**config.mk**
```make
export PLATFORM = sky130hd
export DESIGN_NAME = mips_multicycle_ctrl
export DESIGN_NICKNAME = d
export VERILOG_FILES = /design/src/rtl/mips_pkg.sv /design/src/rtl/mips_alu_dec.sv /design/src/rtl/mips_multicycle_ctrl.sv
export SDC_FILE = /design/constraint.sdc
export NUM_CORES = 1
export LEC_CHECK = 0
export ABC_AREA = 1
export BUFFER_PORTS_ARGS = -buffer_cell sky130_fd_sc_hd__buf_4
export CAP_MARGIN = 40
export CORE_UTILIZATION = 42
export CTS_BUF_LIST = sky130_fd_sc_hd__clkbuf_4
export CTS_CLUSTER_SIZE = 16
export DETAILED_ROUTE_END_ITERATION = 8
export GPL_TIMING_DRIVEN = 0
export MAX_ROUTING_LAYER = met4
export PLACE_DENSITY = 0.8
export SYNTH_ARGS = -nofsm -noshare
export SYNTH_HDL_FRONTEND = slang
export SYNTH_SLANG_ARGS = --single-unit
```
**constraint.sdc**
```tcl
create_clock -name clk -period 1.2 [get_ports clk]
set_input_delay 0.24 -clock clk [delete_from_list [all_inputs] [get_ports clk]]
set_output_delay 0.24 -clock clk [all_outputs]
set_load 0.005 [all_outputs]
```
**src/rtl/mips_pkg.sv**
```systemverilog
// Shared encodings for the multi-cycle MIPS control path: opcodes, funct codes,
// FSM state encoding, ALU operation codes and datapath mux selects.
package mips_pkg;

    localparam logic [5:0] OP_RTYPE = 6'b000000;
    localparam logic [5:0] OP_LW    = 6'b100011;
    localparam logic [5:0] OP_SW    = 6'b101011;
    localparam logic [5:0] OP_BEQ   = 6'b000100;
    localparam logic [5:0] OP_ADDI  = 6'b001000;
    localparam logic [5:0] OP_ORI   = 6'b001101;
    localparam logic [5:0] OP_SLTI  = 6'b001010;
    localparam logic [5:0] OP_J     = 6'b000010;

    localparam logic [5:0] FUNCT_ADD = 6'b100000;
    localparam logic [5:0] FUNCT_SUB = 6'b100010;
    localparam logic [5:0] FUNCT_AND = 6'b100100;
    localparam logic [5:0] FUNCT_OR  = 6'b100101;
    localparam logic [5:0] FUNCT_SLT = 6'b101010;

    localparam logic [2:0] ALU_AND = 3'b000;
    localparam logic [2:0] ALU_OR  = 3'b001;
    localparam logic [2:0] ALU_ADD = 3'b010;
    localparam logic [2:0] ALU_SUB = 3'b110;
    localparam logic [2:0] ALU_SLT = 3'b111;

    localparam logic [1:0] ALUSRCB_B     = 2'b00;
    localparam logic [1:0] ALUSRCB_FOUR  = 2'b01;
    localparam logic [1:0] ALUSRCB_IMM   = 2'b10;
    localparam logic [1:0] ALUSRCB_IMMSH = 2'b11;

    localparam logic [1:0] PCSRC_ALU    = 2'b00;
    localparam logic [1:0] PCSRC_ALUOUT = 2'b01;
    localparam logic [1:0] PCSRC_JUMP   = 2'b10;

    typedef enum logic [3:0] {
        S_FETCH   = 4'd0,
        S_DECODE  = 4'd1,
        S_MEMADR  = 4'd2,
        S_MEMRD   = 4'd3,
        S_MEMWB   = 4'd4,
        S_MEMWR   = 4'd5,
        S_RTYPEEX = 4'd6,
        S_ALUWB   = 4'd7,
        S_BEQEX   = 4'd8,
        S_IMMEX   = 4'd9,
        S_IMMWB   = 4'd10,
        S_JEX     = 4'd11
    } state_t;

    // Which source the ALU decoder should use to pick the operation.
    typedef enum logic [2:0] {
        ALU_CLS_NONE  = 3'd0,
        ALU_CLS_ADD   = 3'd1,
        ALU_CLS_SUB   = 3'd2,
        ALU_CLS_FUNCT = 3'd3,
        ALU_CLS_IMM   = 3'd4
    } alu_cls_t;

    function automatic logic op_supported(input logic [5:0] op);
        logic ok;
        case (op)
            OP_RTYPE, OP_LW, OP_SW, OP_BEQ,
            OP_ADDI, OP_ORI, OP_SLTI, OP_J: ok = 1'b1;
            default:                        ok = 1'b0;
        endcase
        return ok;
    endfunction

endpackage

```
**src/rtl/mips_alu_dec.sv**
```systemverilog
// ALU operation decoder: maps the FSM's operation class plus op/funct to the
// 3-bit alucontrol code.
module mips_alu_dec
    import mips_pkg::*;
(
    input  alu_cls_t    i_cls,
    input  logic [5:0]  i_op,
    input  logic [5:0]  i_funct,
    output logic [2:0]  o_alucontrol
);

    // Operation select; unknown funct/op fall back to add.
    always_comb begin
        o_alucontrol = 3'b000;
        case (i_cls)
            ALU_CLS_NONE: o_alucontrol = 3'b000;
            ALU_CLS_ADD:  o_alucontrol = ALU_ADD;
            ALU_CLS_SUB:  o_alucontrol = ALU_SUB;
            ALU_CLS_FUNCT: begin
                case (i_funct)
                    FUNCT_ADD: o_alucontrol = ALU_ADD;
                    FUNCT_SUB: o_alucontrol = ALU_SUB;
                    FUNCT_AND: o_alucontrol = ALU_AND;
                    FUNCT_OR:  o_alucontrol = ALU_OR;
                    FUNCT_SLT: o_alucontrol = ALU_SLT;
                    default:   o_alucontrol = ALU_ADD;
                endcase
            end
            ALU_CLS_IMM: begin
                case (i_op)
                    OP_ADDI: o_alucontrol = ALU_ADD;
                    OP_ORI:  o_alucontrol = ALU_OR;
                    OP_SLTI: o_alucontrol = ALU_SLT;
                    default: o_alucontrol = ALU_ADD;
                endcase
            end
            default: o_alucontrol = 3'b000;
        endcase
    end

endmodule

```
**src/rtl/mips_multicycle_ctrl.sv**
```systemverilog
// Multi-cycle MIPS main control FSM: sequences fetch/decode/execute/write-back
// over a shared datapath and stalls on the memory-ready handshake.
module mips_multicycle_ctrl
    import mips_pkg::*;
(
    input  logic        clk,
    input  logic        reset,
    input  logic [5:0]  op,
    input  logic [5:0]  funct,
    input  logic        zero,
    input  logic        mem_ready,
    output logic        pcen,
    output logic        irwrite,
    output logic        memwrite,
    output logic        regwrite,
    output logic        iord,
    output logic        memtoreg,
    output logic        regdst,
    output logic        alusrca,
    output logic [1:0]  alusrcb,
    output logic        imm_zext,
    output logic [1:0]  pcsrc,
    output logic [2:0]  alucontrol,
    output logic        instr_done,
    output logic        illegal_op
);

    state_t     r_state;
    state_t     w_next_state;
    alu_cls_t   w_alu_cls;
    logic       w_pcen;
    logic       w_irwrite;
    logic       w_memwrite;
    logic       w_regwrite;
    logic       w_instr_done;
    logic       w_illegal_op;

    // State register.
    always_ff @(posedge clk) begin
        if (reset) begin
            r_state <= S_FETCH;
        end else begin
            r_state <= w_next_state;
        end
    end

    // Next-state logic.
    always_comb begin
        w_next_state = S_FETCH;
        case (r_state)
            S_FETCH: begin
                if (mem_ready) w_next_state = S_DECODE;
                else           w_next_state = S_FETCH;
            end
            S_DECODE: begin
                case (op)
                    OP_LW, OP_SW:              w_next_state = S_MEMADR;
                    OP_RTYPE:                  w_next_state = S_RTYPEEX;
                    OP_BEQ:                    w_next_state = S_BEQEX;
                    OP_ADDI, OP_ORI, OP_SLTI:  w_next_state = S_IMMEX;
                    OP_J:                      w_next_state = S_JEX;
                    default:                   w_next_state = S_FETCH;
                endcase
            end
            S_MEMADR: begin
                if (op == OP_LW)      w_next_state = S_MEMRD;
                else if (op == OP_SW) w_next_state = S_MEMWR;
                else                  w_next_state = S_FETCH;
            end
            S_MEMRD: begin
                if (mem_ready) w_next_state = S_MEMWB;
                else           w_next_state = S_MEMRD;
            end
            S_MEMWR: begin
                if (mem_ready) w_next_state = S_FETCH;
                else           w_next_state = S_MEMWR;
            end
            S_RTYPEEX: w_next_state = S_ALUWB;
            S_IMMEX:   w_next_state = S_IMMWB;
            S_MEMWB, S_ALUWB, S_BEQEX, S_IMMWB, S_JEX: w_next_state = S_FETCH;
            default:   w_next_state = S_FETCH;
        endcase
    end

    // Output decode; anything not driven by a state stays 0.
    always_comb begin
        w_pcen       = 1'b0;
        w_irwrite    = 1'b0;
        w_memwrite   = 1'b0;
        w_regwrite   = 1'b0;
        w_instr_done = 1'b0;
        w_illegal_op = 1'b0;
        iord         = 1'b0;
        memtoreg     = 1'b0;
        regdst       = 1'b0;
        alusrca      = 1'b0;
        alusrcb      = ALUSRCB_B;
        imm_zext     = 1'b0;
        pcsrc        = PCSRC_ALU;
        w_alu_cls    = ALU_CLS_NONE;
        case (r_state)
            S_FETCH: begin
                alusrcb   = ALUSRCB_FOUR;
                w_alu_cls = ALU_CLS_ADD;
                w_pcen    = mem_ready;
                w_irwrite = mem_ready;
            end
            S_DECODE: begin
                alusrcb      = ALUSRCB_IMMSH;
                w_alu_cls    = ALU_CLS_ADD;
                w_illegal_op = ~op_supported(op);
            end
            S_MEMADR: begin
                alusrca   = 1'b1;
                alusrcb   = ALUSRCB_IMM;
                w_alu_cls = ALU_CLS_ADD;
            end
            S_MEMRD: begin
                iord = 1'b1;
            end
            S_MEMWB: begin
                memtoreg     = 1'b1;
                w_regwrite   = 1'b1;
                w_instr_done = 1'b1;
            end
            S_MEMWR: begin
                iord         = 1'b1;
                w_memwrite   = 1'b1;
                w_instr_done = mem_ready;
            end
            S_RTYPEEX: begin
                alusrca   = 1'b1;
                w_alu_cls = ALU_CLS_FUNCT;
            end
            S_ALUWB: begin
                // Keep the funct operation on the ALU through write-back.
                regdst       = 1'b1;
                w_regwrite   = 1'b1;
                w_instr_done = 1'b1;
                w_alu_cls    = ALU_CLS_FUNCT;
            end
            S_BEQEX: begin
                alusrca      = 1'b1;
                w_alu_cls    = ALU_CLS_SUB;
                pcsrc        = PCSRC_ALUOUT;
                w_pcen       = zero;
                w_instr_done = 1'b1;
            end
            S_IMMEX: begin
                alusrca   = 1'b1;
                alusrcb   = ALUSRCB_IMM;
                w_alu_cls = ALU_CLS_IMM;
                imm_zext  = (op == OP_ORI);
            end
            S_IMMWB: begin
                w_regwrite   = 1'b1;
                w_instr_done = 1'b1;
            end
            S_JEX: begin
                pcsrc        = PCSRC_JUMP;
                w_pcen       = 1'b1;
                w_instr_done = 1'b1;
            end
            default: begin
                w_alu_cls = ALU_CLS_NONE;
            end
        endcase
    end

    mips_alu_dec u_alu_dec (
        .i_cls        (w_alu_cls),
        .i_op         (op),
        .i_funct      (funct),
        .o_alucontrol (alucontrol)
    );

    // No state-changing strobe may leave the controller while reset is held.
    assign pcen       = w_pcen       & ~reset;
    assign irwrite    = w_irwrite    & ~reset;
    assign memwrite   = w_memwrite   & ~reset;
    assign regwrite   = w_regwrite   & ~reset;
    assign instr_done = w_instr_done & ~reset;
    assign illegal_op = w_illegal_op & ~reset;

endmodule

```
==> flow_metrics.tcl <==
set metrics [dict create \
    outcome "complete, but fails checks" \
    violations "setup timing" \
    firstDrtPassIters 4 \
    start_util 0.4485 \
    layout_common_cells "buf_4, nand2_1, inv_1, nor2_1, nand3_1" \
    dpl.hpwl_mm 1.553 \
    worst_skew_pair.late_latency_ns 0.23 \
    setup_ws_ns -0.3920 \
    wl_per_cell_um 14.97 \
    syn_to_final_growth_pct 84.82 \
    path_common_cell "nor2_4" \
    yosysSeqAreaShare 0.1185 \
    cts_hold_repair.buffers 0 \
    synth_edf_count 0 \
    async_flop_share 0 \
    num_vias 1067 \
    holdCritPathClass "input port to flop" \
    critical_path.slowest_cell "dfxtp_4" \
    postLayoutCoreUtil 0.8289 \
    grt_start_max_net_pins 8 \
    p_leak_nw 0.6702 \
    clock_path_buffers 2 \
    total_power_uw 491.6 \
    top_regs "r_state (4)" \
    drv_slew 0 \
    crit_fanout 5 \
    antenna_found_initial 0 \
    clkTransAtPathRegs_ns 0.03 \
    crit_arrival_ns 1.35 \
    drive_above_1_share 0.5337 \
    power_density_mw_per_mm2 393.7 \
    worstPathRequired_ns 0.96 \
    final-seq-area_um2 95.09 \
    num_rows 14 \
    vdd_ir_drop_max_mv 0.4318 \
    fill_cells 103 \
    drc_errors 0 \
    ant_nets 0 \
    pin_count 34 \
    die_x_um 42.11 \
    final_common_cell "buf_4" \
    relSlewSlack 0.8104 \
    worst_pin_slew_ns 0.2841 \
    grt_first_pass_wirelength_mm 4.209 \
    place_congestion 0.8871 \
    cts_buffers 3 \
    overflow 0 \
    globalRouteMet1Util 0.3386 \
    synth_seq_cells 4 \
    worstPathCellList "nor2_4 -> inv_4 -> nor2_4 -> nand3_2 -> nor3_2 -> buf_4" \
    finalInstanceArea_mm2 0.001249 \
    maxCapViolations 0 \
    fp.coreArea_mm2 0.001506 \
    ys_warn_count 0 \
    syn_area_um2 675.6 \
    grt-busiest-layer "met2" \
    largest_register "r_state" \
    finalSetupViolations 21 \
    multi_input_area_um2 630.6 \
    rsz0062_at_grt "true" \
    timing_worst_setup_path_type "flop to primary output" \
    cts_max_level 1 \
    synthFlopType "dfxtp_1" \
    drtIter0Drc 31 \
    synthCells 130 \
    vias_per_cell 5.500 \
    avgSynthCellArea_um2 5.197 \
    antenna_cells 0 \
    slowest_delay_ns 0.37 \
    finalNetCount 196 \
    placed_cell_area_um2 950.9 \
    grt.met3_usage 0.04310 \
    synth.distinct_cells 21 \
    clock_sinks 4 \
    dieHeight_um 42.11 \
    hold_viol_final 0 \
    finalCritPeriodShare 1.327 \
    fmax_mhz 628.1 \
    wl_mm 2.904 \
    period_minus_slack_ns 1.592 \
    cts_tree "built" \
    end_kind "primary output" \
    io_buffers 33 \
    cts_root_buffer "clkbuf_4" \
    finalClockSkew_ns 0.001098 \
    dieArea_mm2 0.001773 \
    synth_fp_nets 146 \
    grt_pass1_vias 1005 \
    startpoint_type "flop" \
    largest_reg_flops 4 \
    grtUsageMet2 0.5406 \
    grt_usage 0.3129 \
]
## critical path: cells and delay by family (launching register included)
| kind | cells | cell delay [ns] |
|---|---|---|
| AND/OR/NAND/NOR | 4 | 0.56 |
| flip-flops | 1 | 0.37 |
| buffers and inverters | 2 | 0.20 |
## per-stage QoR
| stage | TNS, ns | setup slack, ns | hold slack (ns) | std cells |
|---|---|---|---|---|
| final | -4.993 | -0.3920 | 0.2293 | 194 |
| after global routing | -6.009 | -0.4813 | 0.2286 | 194 |
| after global placement | -1.538 | -0.2378 | 0.4596 | 179 |
| after floorplan | -0.01692 | -0.01545 | 0.3017 | 130 |
| after detailed placement | -1.834 | -0.2725 | 0.4630 | 179 |
| after CTS | -3.996 | -0.3701 | 0.2133 | 193 |
## synthesized netlist by cell type (2+ instances only)
cell type | n | area share
a21oi_1 | 2 | 0.015
dfxtp_1 | 4 | 0.12
inv_1 | 22 | 0.12
inv_2 | 4 | 0.022
nand2_1 | 28 | 0.16
nand2_2 | 2 | 0.019
nand2_4 | 2 | 0.033
nand3_1 | 15 | 0.11
nand3b_1 | 2 | 0.022
nand4_1 | 4 | 0.037
nor2_1 | 26 | 0.14
nor2_2 | 4 | 0.037
nor2_4 | 3 | 0.050
nor3_2 | 2 | 0.030
o21ai_0 | 4 | 0.030
## cell families after synthesis
| group | after synthesis | synth area share |
|---|---|---|
| buf+inv | 27 | 0.1500 |
| flops | 4 | 0.1185 |
| compound gates | 10 | 0.08334 |
| simple gates | 89 | 0.6481 |
## per-layer routing
metal / up-vias / routed length [um]
li1: 514 / -
met2: 52 / 1502
met3: 15 / 149
met1: 486 / 1113
met5: - / 0
met4: 0 / 138
## worst paths after layout
path                    from         end  slack (ns)  cells after the start
setup / recovery  r_state[2]  illegal_op       -0.39                      6
hold / removal         reset  r_state[2]        0.23                      2
setup reg to reg  r_state[2]  r_state[1]       -0.12                      9
hold reg to reg   r_state[2]  r_state[3]        0.59                      3
## power by group
part / switching (mW) / internal, mW
registers: 0.0158 / 0.130
clock network: 0.0466 / 0.111
logic: 0.100 / 0.0878
total: 0.162 / 0.329
## layout make-up
| type | instances | share of cell area |
|---|---|---|
| repair buffers | 45 | 0.2916 |
| well taps | 16 | 0.01603 |
| clock buffers | 3 | 0.01804 |
| flip-flops and latches | 4 | 0.07615 |
| inverters | 27 | 0.09319 |
| multi-input cells | 99 | 0.5050 |
## what timing repair did
action / in CTS / in global routing
pin swaps: 10 / 6
buffers inserted: 11 / 2
endpoints found under the setup margin: 21 / 21
resized for setup: 34 / 25
hold endpoints to repair: 0 / 0
No activity file was read; power rests on OpenSTA's default activity.
